`config.mk`:
```
export PLATFORM = sky130hd
export DESIGN_NAME = irq_ctrl
export DESIGN_NICKNAME = d
export VERILOG_FILES = /design/src/rtl/irq_ctrl.sv
export SDC_FILE = /design/constraint.sdc
export NUM_CORES = 1
export LEC_CHECK = 0
export CORE_ASPECT_RATIO = 0.9
export CORE_UTILIZATION = 35
export CTS_CLUSTER_DIAMETER = 100
export DETAILED_ROUTE_END_ITERATION = 8
export PLACE_DENSITY_LB_ADDON = 0.3
export SLEW_MARGIN = 20
export SYNTH_ARGS = -nofsm -noshare
export SYNTH_HDL_FRONTEND = slang
export SYNTH_SLANG_ARGS = --single-unit
```
`constraint.sdc`:
```
create_clock -name clk -period 1.3 [get_ports clk]
set_input_delay 0.26 -clock clk [delete_from_list [all_inputs] [get_ports clk]]
set_output_delay 0.26 -clock clk [all_outputs]
set_load 0.01 [all_outputs]
```
`src/rtl/irq_ctrl.sv`:
```
// Memory-mapped interrupt controller: latches, masks and prioritises NUM_SRC requests onto irqOut.
// Optional macro IRQ_CTRL_SYNC_EN adds a 2-flop input synchronizer for asynchronous sources.
module irq_ctrl #(
    parameter int unsigned NUM_SRC = 8
) (
    input  logic               clk,
    input  logic               rst,
    input  logic               cs,
    input  logic [2:0]         addr,
    input  logic [7:0]         dIn,
    input  logic               writeEn,
    input  logic               readEn,
    output logic [7:0]         dOut,
    input  logic [NUM_SRC-1:0] irqSrc,
    output logic               irqOut
);

    localparam logic [2:0] AddrPending = 3'd0;
    localparam logic [2:0] AddrMask    = 3'd1;
    localparam logic [2:0] AddrEdge    = 3'd2;
    localparam logic [2:0] AddrId      = 3'd3;

    logic [NUM_SRC-1:0] pendingQ, maskQ, edgeQ, srcPrevQ;
    logic [NUM_SRC-1:0] src, setVec, clrVec, pendingD, active;
    logic [7:0]         pendExt, maskExt, edgeExt, idVal, readData;
    logic               wrStrobe, rdStrobe;

`ifdef IRQ_CTRL_SYNC_EN
    logic [NUM_SRC-1:0] sync1Q, sync2Q;

    always_ff @(posedge clk) begin
        if (rst) begin
            sync1Q <= '0;
            sync2Q <= '0;
        end else begin
            sync1Q <= irqSrc;
            sync2Q <= sync1Q;
        end
    end

    assign src = sync2Q;
`else
    assign src = irqSrc;
`endif

    assign wrStrobe = cs & writeEn;
    assign rdStrobe = cs & readEn;

    always_comb begin
        setVec   = (edgeQ & src & ~srcPrevQ) | (~edgeQ & src);
        clrVec   = (wrStrobe && addr == AddrPending) ? dIn[NUM_SRC-1:0] : '0;
        // Set is OR-ed in after the clear so a coincident request wins.
        pendingD = (pendingQ & ~clrVec) | setVec;
        active   = pendingQ & maskQ;
    end

    // Lowest-numbered active source has priority; scan downward so it is assigned last.
    always_comb begin
        idVal = 8'hFF;
        for (int i = int'(NUM_SRC) - 1; i >= 0; i--) begin
            if (active[i]) begin
                idVal = 8'(i);
            end
        end
    end

    always_comb begin
        pendExt = '0;
        maskExt = '0;
        edgeExt = '0;
        pendExt[NUM_SRC-1:0] = pendingQ;
        maskExt[NUM_SRC-1:0] = maskQ;
        edgeExt[NUM_SRC-1:0] = edgeQ;
        case (addr)
            AddrPending: readData = pendExt;
            AddrMask:    readData = maskExt;
            AddrEdge:    readData = edgeExt;
            AddrId:      readData = idVal;
            default:     readData = 8'h00;
        endcase
    end

    always_ff @(posedge clk) begin
        if (rst) begin
            pendingQ <= '0;
            maskQ    <= '0;
            edgeQ    <= '0;
            srcPrevQ <= '0;
            irqOut   <= 1'b0;
            dOut     <= 8'h00;
        end else begin
            pendingQ <= pendingD;
            srcPrevQ <= src;
            irqOut   <= |active;
            if (wrStrobe && addr == AddrMask) begin
                maskQ <= dIn[NUM_SRC-1:0];
            end
            if (wrStrobe && addr == AddrEdge) begin
                edgeQ <= dIn[NUM_SRC-1:0];
            end
            if (rdStrobe) begin
                dOut <= readData;
            end
        end
    end

endmodule

```
# Word-level counts from Yosys, hierarchy flattened
# Index checks and enable logic that the tools add are counted.
[word_totals]
ff_bits = 41
input_bits = 24
output_inout_bits = 9
wordCells = 36
[classes]
eq_ne = 3
n_mux = 10
bitwise_logic = 12
reduce_logical = 5
[op_table]
columns = ["operator", "n"]
rows = [
  ["two-way mux 8 bit", 9],
  ["bitwise AND 8 bit", 5],
  ["one-hot mux 8 bit (4 select lines)", 1],
  ["NOT 8 bit", 3],
  ["OR 8 bit", 2],
  ["OR reduction 8 bit", 1],
  ["== test 3 x 2 -> 1 bit, second input constant", 2],
  ["== test 3 x 1 -> 1 bit, second input constant", 1],
  ["logical AND 1 bit", 3],
  ["zero test 3 bit", 1],
  ["bitwise AND 1 bit", 2],
]

# Longest topological paths before layout
# Gate-level depths: netlist of run 1.
[depth]
depth_word = 10
mapped_depth = 6
ltp_nobuf = 4

# Worst setup path before layout of run 1
# Ideal clock, no wire load.
[synth_timing]
kind = "input-to-reg"
startpoint = "in rst"
endpoint = "reg dOut[3]"
t_arrival_ps = 1207
required_ps = 1194
setup_slack_ps = -13
stages = 4
n_path_buf = 1
path_cell_list = "buf_6 -> nand4bb_1 -> or4_4 -> o311ai_0"
[synth_lines]
columns = ["element", "line_no", "source"]
rows = [
  ["start: declaration", "7", "input logic rst,"],
  ["end signal: assignment", "102", "dOut <= readData;"],
  ["end: declaration", "13", "output logic [7:0] dOut,"],
]

# Worst setup path in the final report of run 1
[layout_timing]
startpoint = "reg maskQ[5] (netlist: maskExt[5])"
endpoint = "reg dOut[4]"
[layout_between]
elab_chain_len = 8
[layout_rtl]
columns = ["element", "line_no", "source"]
rows = [
  ["start: declaration", "23", "logic [NUM_SRC-1:0] pendingQ, maskQ, edgeQ, srcPrevQ;"],
  ["start signal: assignment", "96", "maskQ <= dIn[NUM_SRC-1:0];"],
  ["bitwise AND 8 bit", "54", "active = pendingQ & maskQ;"],
  ["two-way mux 8 bit (6 in a row)", "61", "if (active[i]) begin"],
  ["one-hot mux 8 bit (4 select lines)", "74", "case (addr)"],
]
# Every way passes these cells.
# A chain may end at the register's enable or synchronous reset.

==> impl_results.md, run 1 <==
* Status: finished, violations left
* Failing checks: negative setup slack
* RSZ-0062 raised after global routing: yes
* Vias in the first global route at between 1500 and 2000
* Worst path bufs/invs at 0
* Grt total ovfl at 0
* Die Span Y at 68.13 um
* Layout cells sized above 1 at about 28%
* Setup ws final at -153.1 ps
* Net Sw Frac at 23.27%
* Post-DP HPWL at 3302 um
* Static Leakage at 1.073 nW
* Clk Latency, worst-skew pair at 290 ps
* Core Rows at 23
* CP delay by family, top: simple AND/OR/NAND/NOR gates
* CTS H-tree depth at 2
* Layout Cell Area excl Fill at 0.002537 mm2
* Clk buf depth at 2
* Net Count, Synth at 194
* Area Growth Syn to Fin at 49.23%
* TritonCTS clock tree: done
* Final Slew Violations at 0
* PD cells at 986.3 mW/mm2
* Placed inst area at between 0.002 and 0.0025 mm2
* Internal cell power at 1.920 mW
* Final net count at approximately 270
* Most used DFF post-synth: dfxtp_1
* EDFF count, synth at 0
* Clock-pin slew of the registers on the worst-case setup and hold paths at roughly 70 ps
* Final Critical Period at 1453 ps
* Core area at 0.004547 mm2
* Top cell type's share of synthesized area at 48.27%
* Crit path capture type: register
* Antenna Violating Nets Remaining at 0
* Initial antenna violation count at 0
* Main area contributors after synthesis: dfxtp_1 (48%), mux2i_1 (13%), a32o_1 (5.3%), nand2_1 (5.1%), nor2_1 (4.2%)
* Worst path required time at about 1500 ps
* CP Cell Sequence: a22oi_2, nand2_1, or4_4, o311ai_2
* Vias at between 1500 and 2000
* Final setup viols at 5
* Combinational Power Share at 13.6%
* Slew at the pin closest to its max-slew limit at between 300 and 400 ps
* Avg Cell Area, Syn at 10.00 um2
* Die area at 0.005141 mm2
* Root buf cell: clkbuf_8
* Worst-path maximum fanout at 5
* Starting Density at about 37%
* Mapped Cells at 170
* Global Route Usage Sum at 20.26%
* Slowest stage cell, crit path: or4_4
* Number of antenna diodes at 0
* Period utilization at 111.8%
* First drt pass iteration count at 5
* Slew HR at 74.40%
* Final clock skew at 6.716 ps
* Pre-CTS setup slack at -588.3 ps
* Kind of critical path: register to register
* Detailed router's first-iteration violation count at 94
* Die X at 75.47 um
* Buffers on Ports at 32
* Register bit total from synthesis at 41
* CTS buffer count at 5
* Routed WL at 4624 um
* Peak supply drop at between 0.0005 and 0.0006 V
* Clk pwr share at 33.2%
* Arr. time, crit path at 1640 ps
* Final hold violations at 0
* Vias/cell at 5.065
* Slowest Stage Delay on Critical Path at 600 ps
* Switching power total at ~0.58 mW
* Largest net degree at the start of global routing at 18
* Number of max-cap violations at 0
* Sequential share of power at 53.2%
* # IOs at 33
* Sequential cell area fraction in the yosys report at 48.27%
* Commonest cells after routing, fill and taps aside: dfxtp_1 (39), buf_4 (38), nand2_1 (23)
* Clock sinks at between 40 and 50
* Synth async-reset ratio at 0%
* Synthesized cell area at between 0.0015 and 0.002 mm2
* Avg WL per Cell at 15.06 um
* Warnings, synthesis at 0
* GPL Wtd Cong at 0.8211
* First-pass GRT wire length at ~7400 um
* Hold_buf cts at 0
* Drc violations at 0
* CP startpoint kind: register
* Unique masters post-synth at 36
* Hold/Removal Path Class: input port to register
* Most common cell after layout, fill and taps aside: dfxtp_1
* Synth area leader: dfxtp_1
* Max Clock Freq at 688.2 MHz
==> power groups by stage <==
stage	registers (mW)	logic, mW	clock network (mW)
global placement	1.36	0.326	0
global route	1.34	0.367	0.922
floorplan	1.36	0.120	0
finish	1.33	0.340	0.830
detailed placement	1.36	0.329	0
CTS	1.33	0.335	0.849
==> final timing paths <==
path | startpoint | slack (ps) | cells past startpoint | to
max | maskExt[5] | -150 | 4 | dOut[4]
min | cs | 430 | 4 | dOut[0]
max reg2reg | maskExt[5] | -150 | 4 | dOut[4]
min reg2reg | srcPrevQ[2] | 490 | 2 | pendExt[2]
==> cell type report <==
type	count	area (um2)
multi-input combinational	120	899.6
sequential	41	823.3
inverter	2	7.507
timing repair buffer	75	643.1
fill	435	2009
tap	62	77.57
clock buffer	7	86.33
==> worst register-to-register path, cell delays in order, from the launching register on <==
cell,delay (ps)
dfxtp_2,330
a22oi_2,210
nand2_1,110
or4_4,600
o311ai_2,100
==> per-stage QoR <==
stage | std cells | TNS (ps) | hold WS, ps | util (%) | power (mW)
after detailed placement | 297 | -15600 | 474.0 | 52.12 | 1.687
after floorplan | 170 | -2.257 | 403.9 | - | 1.484
after global placement | 297 | -15580 | 463.6 | 52.12 | 1.684
after CTS | 306 | -491.9 | 490.2 | 55.12 | 2.514
final | 307 | -697.2 | 429.0 | 55.81 | 2.503
after global routing | 307 | -775.9 | 475.3 | 55.81 | 2.626
==> synthesized netlist by cell type (2+ instances only) <==
library cell  instances
mux2_2                2
a21oi_1               2
nor2b_1               9
mux2i_1              22
a22oi_1               9
o311ai_0              4
a32o_1                9
buf_2                 3
nor2_1               19
a222oi_1              2
nand2_1              23
dfxtp_1              41
nand3b_1              2
==> layer usage <==
metal,vias to the layer above,part of all wire [%],GRT usage [%]
met5,-,0,0
met4,0,1.6,6.713
met3,8,5.2,6.186
met2,41,45,32.25
met1,731,48,26.11
li1,775,-,-
==> flip-flops by register name (all words and copies together), names as in the netlist <==
signal / count
dOut: 8
edgeExt: 8
maskExt: 8
pendExt: 8
srcPrevQ: 8
irqOut: 1
==> cell families after synthesis <==
| kind of cell | synth area share, % |
|---|---|
| and+or+nand+nor | 18.54 |
| DFF | 48.27 |
| AOI/OAI and AO/OA | 16.04 |
| muxes | 14.28 |
| buffers and inverters | 2.869 |
==> what timing repair did <==
action / CTS / global route
resized for setup: 31 / 9
setup endpoints to repair: 41 / 22
pin swaps: 8 / 3
buffers inserted: 2 / 1
Power figures use the tool's default switching activity.
==> run 2, diff against run 1 <==
--- a/config.mk
+++ b/config.mk
@@ -6,7 +6,8 @@
 export NUM_CORES = 1
 export LEC_CHECK = 0
 export CORE_ASPECT_RATIO = 0.9
-export CORE_UTILIZATION = 35
+export CORE_MARGIN = 2
+export CORE_UTILIZATION = 29
 export CTS_CLUSTER_DIAMETER = 100
 export DETAILED_ROUTE_END_ITERATION = 8
 export PLACE_DENSITY_LB_ADDON = 0.3
==> run 2 against run 1 <==
  * The flow still finishes with violations (negative setup slack)
  * Critical path type unchanged
  * Largest cell class unchanged
  * First-iteration DRC count grew 18%
  * Sequential share of layout area shrank 0.42 points
  * Wire length grew 6.5%
  * Setup slack gained 52 ps
  * Design area grew 1.5%
  * Core utilization shrank 10 points
==> impl_results.md, run 2 (same netlist as run 1, synthesis figures left out) <==
* Net Sw Frac at 23.99% (was 23.27%)
* Layout Cell Area excl Fill at 0.002575 mm2 (was 0.002537 mm2)
* Sequential share of power at 52.6% (was 53.2%)
* R2R Path End: dOut[6] (was dOut[4])
* Clk pwr share at 33.5% (was 33.2%)
* Layout cells sized above 1 at 29.27% (was 27.76%)
* Final Total Pwr at 2.537 mW (was 2.503 mW)
* Routed WL at 4925 um (was 4624 um)
* Core Rows at 26 (was 23)
* Detailed router's first-iteration violation count at 111 (was 94)
* Die area at 0.006493 mm2 (was 0.005141 mm2)
* Final Slew Violations at 0 (unchanged)
* Multi-input gate area at 913.4 um2 (was 899.6 um2)
* Die Span Y at 76.65 um (was 68.13 um)
* First-pass GRT wire length at 7955 um (was 7410 um)
* Clk buf depth at 2 (unchanged)
* Final net count at 270 (was 269)
* Cells on worst reg2reg path at 4 (unchanged)
* Number of max-cap violations at 0 (unchanged)
* Reg-to-reg slack, setup at -100 ps (was -150 ps)
* Internal cell power at 1.928 mW (was 1.920 mW)
* GPL Wtd Cong at 0.8086 (was 0.8211)
* CP startpoint kind: register (unchanged)
* Hold endpoint: dOut[2] (was dOut[0])
* CP Cell Sequence: a22oi_2, nand2_1, or4_4, o311ai_2 (unchanged)
* Worst-path maximum fanout at 5 (unchanged)
* Clock sinks at 41 (unchanged)
* # IOs at 33 (unchanged)
* Slowest Stage Delay on Critical Path at 600 ps (about the same)
* Vias in the first global route at 1582 (was 1530)
* Final Critical Period at 1401 ps (was 1453 ps)
* Buffers on Ports at 32 (unchanged)
* Arr. time, crit path at 1600 ps (was 1640 ps)
* Layout Cells excl Fill at 316 (was 307)
* Hold wc startpoint: addr[2] (was cs)
* Drc violations at 0 (unchanged)
* Grt total ovfl at 0 (unchanged)
* Area Growth Syn to Fin at 51.43% (was 49.23%)
* Vias/cell at 4.987 (was 5.065)
* Combinational Power Share at 14.0% (was 13.6%)
* Slew HR at 74.01% (was 74.40%)
* Max Clock Freq at 713.6 MHz (was 688.2 MHz)
* Root buf cell: clkbuf_8 (unchanged)
* RSZ-0062 raised after global routing: yes (unchanged)
* Switching power total at 0.6085 mW (was 0.5824 mW)
* Failing checks: negative setup slack (unchanged)
* Final clock skew at 2.913 ps (was 6.716 ps)
* TritonCTS clock tree: done (unchanged)
* Clk Latency, worst-skew pair at 290 ps (about the same)
* Starting Density at 30.04% (was 37.40%)
* Core area at 0.005660 mm2 (was 0.004547 mm2)
* Final setup viols at 5 (unchanged)
* Setup ws final at -101.4 ps (was -153.1 ps)
* Avg WL per Cell at 15.59 um (was 15.06 um)
* Vias at 1576 (was 1555)
* PD cells at 985.1 mW/mm2 (was 986.3 mW/mm2)
* Slowest stage cell, crit path: or4_4 (unchanged)
* Post-Place Cells at 308 (was 297)
* Util after Layout at 45.49% (was 55.81%)
* Period utilization at 107.8% (was 111.8%)
* Die X at 84.72 um (was 75.47 um)
* Fillcell total at 575 (was 435)
* Worst hold stages at 4 (unchanged)
* Hold WS at 475.4 ps (was 429.0 ps)
* First drt pass iteration count at 4 (was 5)
* Kind of critical path: register to register (unchanged)
* CTS H-tree depth at 2 (unchanged)
* Global Route Usage Sum at 15.89% (was 20.26%)
* Final hold violations at 0 (unchanged)
* Largest net degree at the start of global routing at 13 (was 18)
* Crit path capture type: register (unchanged)
* Peak supply drop at 0.0004282 V (was 0.0005294 V)
* Initial antenna violation count at 0 (unchanged)
* Status: finished, violations left (unchanged)
* Reg-to-Reg Start: pendExt[3] (was maskExt[5])
* Commonest cells after routing, fill and taps aside: dfxtp_1 (38), buf_4 (38), nand2_1 (23) (was dfxtp_1 (39), buf_4 (38), nand2_1 (23))
* Hold/Removal Path Class: input port to register (unchanged)
* Antenna Violating Nets Remaining at 0 (unchanged)
* Number of antenna diodes at 0 (unchanged)
* Pre-CTS setup slack at -502.1 ps (was -588.3 ps)
* Post-DP HPWL at 3495 um (was 3302 um)
* FF/Latch Area at 824.5 um2 (was 823.3 um2)
* Slew at the pin closest to its max-slew limit at 389.8 ps (was 383.9 ps)
* Static Leakage at 1.081 nW (was 1.073 nW)
* Setup TNS Final at -438.1 ps (was -697.2 ps)
* Clock-pin slew of the registers on the worst-case setup and hold paths at 70 ps (about the same)
* Placed inst area at 0.002402 mm2 (was 0.002370 mm2)
* CTS buffer count at 5 (unchanged)
* Worst path required time at 1500 ps (was 1490 ps)
## run 2: cell count changes in the layout (fill, tap and decap cells not counted), sizes merged
cell / previous run / this run
buf: 43 / 44
clkdlybuf4s15: 0 / 1
dlygate4sd2: 14 / 13
## run 2: layer usage
metal,vias up,global-route usage (%),wire (um)
met1,749,22.13,2433
met4,0,7.302,123
met3,11,3.575,205
met2,37,23.23,2162
met5,-,0,0
li1,779,-,-
## run 2: worst max-delay path: cells and delay by family, from the launching register on
kind | cells | cell delay (ps)
compound gates | 2 | 300
simple gates | 2 | 690
flops | 1 | 320
## run 2: worst max path at each step
stage | startpoint | to | slack (ps) | depth (start not counted)
after floorplan | rst | dOut[3] | -0.6 | 4
after global placement | addr[1] | dOut[4] | -540 | 4
after detailed placement | addr[2] | maskExt[0] | -500 | 6
after CTS | maskExt[5] | dOut[6] | -130 | 4
after global routing | pendExt[3] | dOut[6] | -190 | 4
final | pendExt[3] | dOut[6] | -100 | 4
## run 2: repair_timing
| item | 4_1_cts | 5_1_grt |
|---|---|---|
| resized for setup | 33 | 13 |
| hold buffers | 0 | 0 |
| pin swaps | 7 | 5 |
| buffers inserted | 0 | 1 |
| setup endpoints to repair | 41 | 30 |
| endpoints found under the hold margin | 0 | 0 |
## run 2: power by group through the flow
stage / Sequential, mW / Clock (mW) / Combinational (mW)
floorplan: 1.36 / 0 / 0.120
global placement: 1.36 / 0 / 0.337
detailed placement: 1.36 / 0 / 0.336
CTS: 1.33 / 0.859 / 0.343
global route: 1.34 / 0.910 / 0.382
finish: 1.33 / 0.849 / 0.354
## run 2: layout make-up
type / count / area share, %
inverter: 2 / 0.2915
clock buffer: 7 / 3.353
sequential: 41 / 32.02
multi-input combinational: 120 / 35.47
timing repair buffer: 76 / 25.46
tap: 70 / 3.401
